===== src/rtl/mdu_issue_ctrl.sv =====
// Issue controller for the multiply/divide unit: starts MD ops, tracks their busy window and stalls
// HI/LO consumers in D. Optional stall-cycle counter when MDU_STALL_CNT_EN is defined.
module mdu_issue_ctrl #(
  parameter int unsigned MULT_CYCLES = 5,
  parameter int unsigned DIV_CYCLES  = 10
) (
  input  logic        clk,
  input  logic        reset,
  input  logic        req,
  input  logic        e_valid,
  input  logic [3:0]  e_op,
  input  logic [3:0]  d_op,
  output logic        start,
  output logic [3:0]  mdu_op,
  output logic        mt_we,
  output logic        busy,
  output logic        stall,
  output logic [31:0] stall_cycles
);

  localparam logic [3:0] MULT_LD = 4'(MULT_CYCLES);
  localparam logic [3:0] DIV_LD  = 4'(DIV_CYCLES);

  localparam logic [3:0] OP_NONE  = 4'd0;
  localparam logic [3:0] OP_MULT  = 4'd1;
  localparam logic [3:0] OP_MULTU = 4'd2;
  localparam logic [3:0] OP_DIVU  = 4'd4;
  localparam logic [3:0] OP_MTHI  = 4'd7;
  localparam logic [3:0] OP_MTLO  = 4'd8;

  typedef enum logic {
    IDLE = 1'b0,
    BUSY = 1'b1
  } state_t;

  state_t     state_q, state_d;
  logic [3:0] cnt_q, cnt_d;
  logic       busy_q, busy_d;

  logic [3:0] e_op_eff;
  logic       e_is_md;
  logic       e_is_mt;
  logic       d_is_hilo;
  logic       issue_ok;

  // Undefined encodings behave exactly like "no op".
  assign e_op_eff  = (e_op > OP_MTLO) ? OP_NONE : e_op;
  assign e_is_md   = (e_op_eff >= OP_MULT) && (e_op_eff <= OP_DIVU);
  assign e_is_mt   = (e_op_eff == OP_MTHI) || (e_op_eff == OP_MTLO);
  assign d_is_hilo = (d_op >= OP_MULT) && (d_op <= OP_MTLO);

  // reset is folded in so the combinational outputs are quiet while reset is held.
  assign issue_ok  = reset & e_valid & ~req;

  assign start  = issue_ok & e_is_md & (state_q == IDLE);
  assign mdu_op = issue_ok ? e_op_eff : OP_NONE;
  assign mt_we  = issue_ok & e_is_mt & (state_q == IDLE);
  assign busy   = busy_q;
  assign stall  = reset & (start | busy_q) & d_is_hilo;

  always_comb begin
    state_d = state_q;
    cnt_d   = cnt_q;
    busy_d  = busy_q;
    case (state_q)
      IDLE: begin
        if (start) begin
          state_d = BUSY;
          busy_d  = 1'b1;
          cnt_d   = ((e_op_eff == OP_MULT) || (e_op_eff == OP_MULTU)) ? MULT_LD : DIV_LD;
        end
      end
      BUSY: begin
        // req is deliberately ignored here: an issued MD op always runs to completion.
        if (cnt_q <= 4'd1) begin
          state_d = IDLE;
          busy_d  = 1'b0;
          cnt_d   = 4'd0;
        end else begin
          cnt_d = cnt_q - 4'd1;
        end
      end
      default: begin
        state_d = IDLE;
        busy_d  = 1'b0;
        cnt_d   = 4'd0;
      end
    endcase
  end

  always_ff @(posedge clk or negedge reset) begin
    if (!reset) begin
      state_q <= IDLE;
      cnt_q   <= 4'd0;
      busy_q  <= 1'b0;
    end else begin
      state_q <= state_d;
      cnt_q   <= cnt_d;
      busy_q  <= busy_d;
    end
  end

`ifdef MDU_STALL_CNT_EN
  logic [31:0] stall_cnt_q, stall_cnt_d;

  assign stall_cnt_d  = stall ? (stall_cnt_q + 32'd1) : stall_cnt_q;
  assign stall_cycles = stall_cnt_q;

  always_ff @(posedge clk or negedge reset) begin
    if (!reset) begin
      stall_cnt_q <= 32'd0;
    end else begin
      stall_cnt_q <= stall_cnt_d;
    end
  end
`else
  assign stall_cycles = 32'd0;
`endif

endmodule


===== config.mk =====
export PLATFORM = sky130hd
export DESIGN_NAME = mdu_issue_ctrl
export DESIGN_NICKNAME = d
export VERILOG_FILES = /design/src/rtl/mdu_issue_ctrl.sv
export SDC_FILE = /design/constraint.sdc
export NUM_CORES = 1
export LEC_CHECK = 0
export ABC_AREA = 1
export CORE_MARGIN = 3
export CORE_UTILIZATION = 37
export DETAILED_ROUTE_END_ITERATION = 6
export PLACE_DENSITY_LB_ADDON = 0.2
export SETUP_SLACK_MARGIN = 0.1
export SLEW_MARGIN = 5
export SYNTH_ARGS = -nofsm -noshare
export SYNTH_HDL_FRONTEND = slang
export SYNTH_SLANG_ARGS = --single-unit

===== constraint.sdc =====
create_clock -name clk -period 1.6 [get_ports clk]
set_clock_uncertainty 0.15 [all_clocks]
set_input_delay 0.32 -clock clk [delete_from_list [all_inputs] [get_ports clk]]
set_output_delay 0.32 -clock clk [all_outputs]
set_load 0.02 [all_outputs]

# ---- Word-level counts from Yosys, hierarchy flattened
# Index checks and enable logic that the tools add are counted.
dict set report op_classes {
  add_sub_neg 1
  multipliers 0
  div 0
  order_cmp 6
  eq_ne 6
  shift 0
  mux 12
  bitwise_logic 11
  reduce_logical 5
}
# cell count
set ops {}
lappend ops {{2-to-1 mux 4 bit} 5}
lappend ops {{AND 1 bit} 8}
lappend ops {{>= comparator 4 x 1 -> 1 bit, second input constant} 2}
lappend ops {{case mux 4 bit (2 select lines)} 1}
lappend ops {{== test 4 x 1 -> 1 bit, second input constant} 1}
lappend ops {{== test 4 x 2 -> 1 bit, second input constant} 1}
lappend ops {{== test 4 x 3 -> 1 bit, second input constant} 1}
lappend ops {{== test 4 bit, second input constant} 1}
lappend ops {{> comparator 4 bit, second input constant} 1}
lappend ops {{<= comparator 4 x 1 -> 1 bit, second input constant} 1}
lappend ops {{<= comparator 4 x 3 -> 1 bit, second input constant} 1}
lappend ops {{<= comparator 4 bit, second input constant} 1}
lappend ops {{2-to-1 mux 1 bit} 4}
lappend ops {{case mux 1 bit (2 select lines)} 2}
lappend ops {{subtractor 4 x 1 -> 4 bit, second input constant} 1}
lappend ops {{logical AND 1 bit} 2}
lappend ops {{logical OR 1 bit} 2}
lappend ops {{!= test 2 x 1 -> 1 bit, second input constant} 1}
lappend ops {{!= test 2 bit, second input constant} 1}
lappend ops {{NOT 1 bit} 2}
lappend ops {{AND reduction 2 bit} 1}
lappend ops {{bitwise OR 1 bit} 1}
dict set report totals {
  reg_bits 6
  latchBits 0
  mem_bits_rw 0
  mem_bits_ro 0
  in_bits 12
  out_inout_bits 40
  elab_cells 44
  mem_count 0
}

# ---- Logic depth before layout (Yosys ltp)
# Gate-level depths: netlist of the first run.
dict set report logic_depth {
  ltp_word 9
  ltp_mapped 9
  ltp_nobuf 9
}

# ---- Worst setup path before layout of the first run
# Ideal clock, no wire load.
dict set report synth_timing {
  path_kind {input to output}
  startpoint {input port reset}
  endpoint {output port mt_we}
  t_arrival_ps 1291
  required_time_ps 1130
  setup_slack_ps -161
  path_stages 6
  path_buffers 0
  path_cell_list {nand2_1 nor2_4 inv_4 nor2_1 a21oi_1 nor2_1}
}
dict set report synth_via {
  elab_chain_cells 4
}
# item line
set synth_lines {}
lappend synth_lines {{start, declared} 8} ;# input logic reset,
lappend synth_lines {{AND 1 bit (2 in series)} 53} ;# assign issue_ok = reset & e_valid & ~req;
lappend synth_lines {{AND 1 bit (2 in series)} 57} ;# assign mt_we = issue_ok & e_is_mt & (state_q == IDLE);
lappend synth_lines {{end, declared} 15} ;# output logic mt_we,
# Every way passes these cells.

# ---- Worst setup path after layout of the first run
dict set report layout_timing {
  startpoint {input port e_op[1]}
  endpoint {output port stall}
}
dict set report layout_via {
  elab_chain_cells 9
  elab_cells_between_ends 10
  classes_between {3 x order compare; 1 x mux; 5 x bitwise; 1 x reduce/logical}
}
# item line
set layout_lines {}
lappend layout_lines {{start, declared} 11} ;# input logic [3:0] e_op,
lappend layout_lines {{> comparator 4 bit} 47} ;# assign e_op_eff = (e_op > OP_MTLO) ? OP_NONE : e_op;
lappend layout_lines {{2-to-1 mux 4 bit *} 47}
lappend layout_lines {{>= comparator 4 x 1 -> 1 bit / <= comparator 4 x 3 -> 1 bit (equally long branches)} 48} ;# assign e_is_md = (e_op_eff >= OP_MULT) && (e_op_eff <= OP_DIVU);
lappend layout_lines {{logical AND 1 bit *} 48}
lappend layout_lines {{AND 1 bit * (2 in series)} 55} ;# assign start = issue_ok & e_is_md & (state_q == IDLE);
lappend layout_lines {{bitwise OR 1 bit *} 59} ;# assign stall = reset & (start | busy_q) & d_is_hilo;
lappend layout_lines {{AND 1 bit * (2 in series)} 59}
lappend layout_lines {{end, declared} 17} ;# output logic stall,
# Mark *: on every way between the ends. The rest lies on a longest branch, timed or not.

==> summary.txt, run 1 <==
Setup path
  – Setup CP Type: in -> out
  – CP Capture Type: primary output
  – R2R cell count: 7
  – Crit path max-delay family: compound AO/OA/AOI/OAI gates
  – CP Max Fanout: 4
  – Max stage delay on crit path: 0.17 ns
  – Required time of the critical path: 1.13 ns
  – Crit path max-delay cell type: o21ai_4
  – CP Launch Type: input pin
  – Crit path depth: 7
  – Critical path buffers and inverters: 2
  – Arrival time at the worst endpoint: about 1.2 ns
  – CP cell instances: buf_6 > o21ai_4 > nand2_2 > nand2_2 > nand4_4 > a21oi_2 > buf_6

Place
  – IO Port Bufs: 19
  – Final GP Congestion: approximately 0.83
  – DP HPWL: approximately 1.4 mm

Floorplanning
  – DIE HEIGHT: around 53 um
  – # rows: 16
  – Initial Util: 40.7%
  – Ports: 52
  – Die footprint: 0.00285 mm^2
  – Die X: 53.4 um
  – Core box area: 0.00204 mm^2

GRT
  – GRT overflow: 0
  – First-pass GRT wire length: 2.92 mm
  – GRT busiest layer: met2
  – Tot GR Track Use: 14.2%
  – Met3 usage: about 5.6%
  – Met2 Resource Use GR: around 27%
  – Initial antenna violation count: 0
  – Vias in the first global route: ~690
  – GR Layer Usage met1: 14.1%
  – Largest net degree at the start of global routing: 11

Flow run
  – Max capacitance violation total: 0

CTS
  – CTS H-tree depth: 1
  – CTS Root Cell: clkbuf_4
  – Worst skew pair latency: 0.24 ns
  – CTS Buffer Depth: 2
  – Worst-path clk slew: 0.04 ns
  – CTS tree: done
  – CTS Buf Count: 3
  – CTS Sinks: 6

Layout
  – Synth-to-layout area growth: 60.2%
  – # diodes: 0
  – Layout cells sized above 1: a little under half
  – Final core utilization: 65.3%
  – Nets: 181
  – Commonest non-fill, non-tap cell in the layout: conb_1
  – Commonest non-fill, non-tap cells in the layout: conb_1 (32), buf_4 (21), nand2_1 (18), buf_6 (14), nor2_4 (9)

Timing
  – Fin worst setup slack: -0.0153 ns
  – RSZ-0062 raised after global routing: true
  – Fin crit share: 101%
  – Maximum clock frequency: 619 MHz
  – Max-slew violations: 0
  – Min Tclk post-route: around 1.6 ns
  – Setup-failing EPs final: 2
  – Hold WS: 0.293 ns
  – Fin. Hold Viols: 0

Yosys
  – Cells after synthesis: 118
  – Seq/Total Area, Yosys: 18.0%
  – Seq cells post-synth: 6
  – Mapped Area: approximately 830 um^2
  – Post-synthesis cell type count: 28
  – Syn_area_per_cell: between 7 and 8 um^2
  – Yosys Warn Count: 0

Drt
  – Post-DR wirelength/cell: 9.85 um
  – Number of remaining DRC errors: 0
  – Routed WL: between 1.5 and 2 mm
  – Vias per inst: 4.13
  – Antenna viol nets, final: 0
  – Drt pass-1 iters: 4
  – Routed vias: 793
  – DRT iter0 DRCs: 14

Run status
  – Failing checks: setup timing
  – Status: finished, violations left

Worst hold path
  – Hold depth: 4
  – Hold Crit Class: in -> reg

Pwr
  – Worst vdd ir: 1020 uV
  – Leak: 0.725 nW
  – Power Density: 913 mW/mm^2
## registers in the layout, indices dropped and copies added (netlist names)
register	cells
cnt_q	4
busy	1
state_q	1
## cell families after synthesis
logic type | Yosys count | synth area share [%]
AO/OA/AOI/OAI | 10 | 8.57
other | 1 | 0.451
buffers and inverters | 45 | 35.5
flip-flops | 6 | 18.0
XOR/XNOR | 1 | 1.05
AND/OR/NAND/NOR | 53 | 33.4
adder cells (fa/ha/maj) | 2 | 3.01
## repair_timing
item                                    CTS  global route
buffers inserted                          6             1
endpoints found under the setup margin   12            11
pin swaps                                22            12
gates resized for setup                 120            11
endpoints found under the hold margin     6             0
hold buffers                              1             0
gates cloned                              0             0
## tightest hold or removal path, stage by stage
cell	delay [ns]
buf_2	0.10
nor2_4	0.05
nand4_4	0.10
a21oi_1	0.06
## final cells by class
class                      instances  area, um^2
multi-input combinational         98         624
inverter                          12        60.1
timing repair buffer              46         442
fill                             178         709
clock buffer                       3        22.5
sequential                         6         150
tap                               27        33.8
## where the power goes
| part | internal, mW | leakage [nW] | switching, mW | total, mW |
|---|---|---|---|---|
| clock network | 0.0844 | 0.0138 | 0.0488 | 0.133 |
| registers | 0.220 | 0.0754 | 0.0561 | 0.276 |
| logic | 0.345 | 0.635 | 0.461 | 0.807 |
| total | 0.650 | 0.725 | 0.566 | 1.22 |
## stage by stage
| stage | power (mW) | TNS [ns] | instance area [um^2] | worst slack [ns] | std cells |
|---|---|---|---|---|---|
| floorplan | 0.773 | 0 | 957 | 0.0271 | 149 |
| global placement | 0.899 | -7.55 | 1090 | -0.924 | 181 |
| detailed placement | 0.913 | -7.81 | 1090 | -0.959 | 181 |
| CTS | 1.15 | -0.0497 | 1300 | -0.0402 | 191 |
| global route | 1.34 | -0.125 | 1330 | -0.0690 | 192 |
| finish | 1.22 | -0.0182 | 1330 | -0.0153 | 192 |
## synth_stat cells (all sizes together)
master | n | area, um^2
a21boi | 1 | 7.51
a21oi | 4 | 20.0
buf | 32 | 240
clkbuf | 1 | 7.51
conb | 1 | 3.75
dfrtp | 6 | 150
ha | 2 | 25.0
inv | 12 | 47.6
nand2 | 26 | 108
nand3 | 3 | 20.0
nand3b | 1 | 7.51
nand4 | 5 | 37.5
nor2 | 16 | 93.8
nor3 | 1 | 5.00
o211ai | 1 | 12.5
o21ai | 4 | 31.3
or2 | 1 | 6.26
xor2 | 1 | 8.76
## routing by layer
layer	up-vias	part of all wire (%)
li1	405	-
met1	359	34
met2	29	57
met3	0	8.1
met4	0	0
met5	-	0
## worst paths after layout
path | slack (ns) | endpoint | startpoint
setup reg to reg | 0.17 | cnt_q[3] | cnt_q[2]
min in group asynchronous | 0.46 | state_q | reset
setup / recovery | -0.02 | stall | e_op[1]
max in group asynchronous | 0.72 | cnt_q[1] | reset
hold / removal | 0.29 | busy | req
hold reg to reg | 0.43 | busy | busy
(Power assumes the default switching activity.)
==> run 2, diff against run 1 <==
- CTS_CLUSTER_DIAMETER: unset -> 40
==> results of run 2 <==
Same layout as run 1: the final DEF is identical, and so are final timing and power.
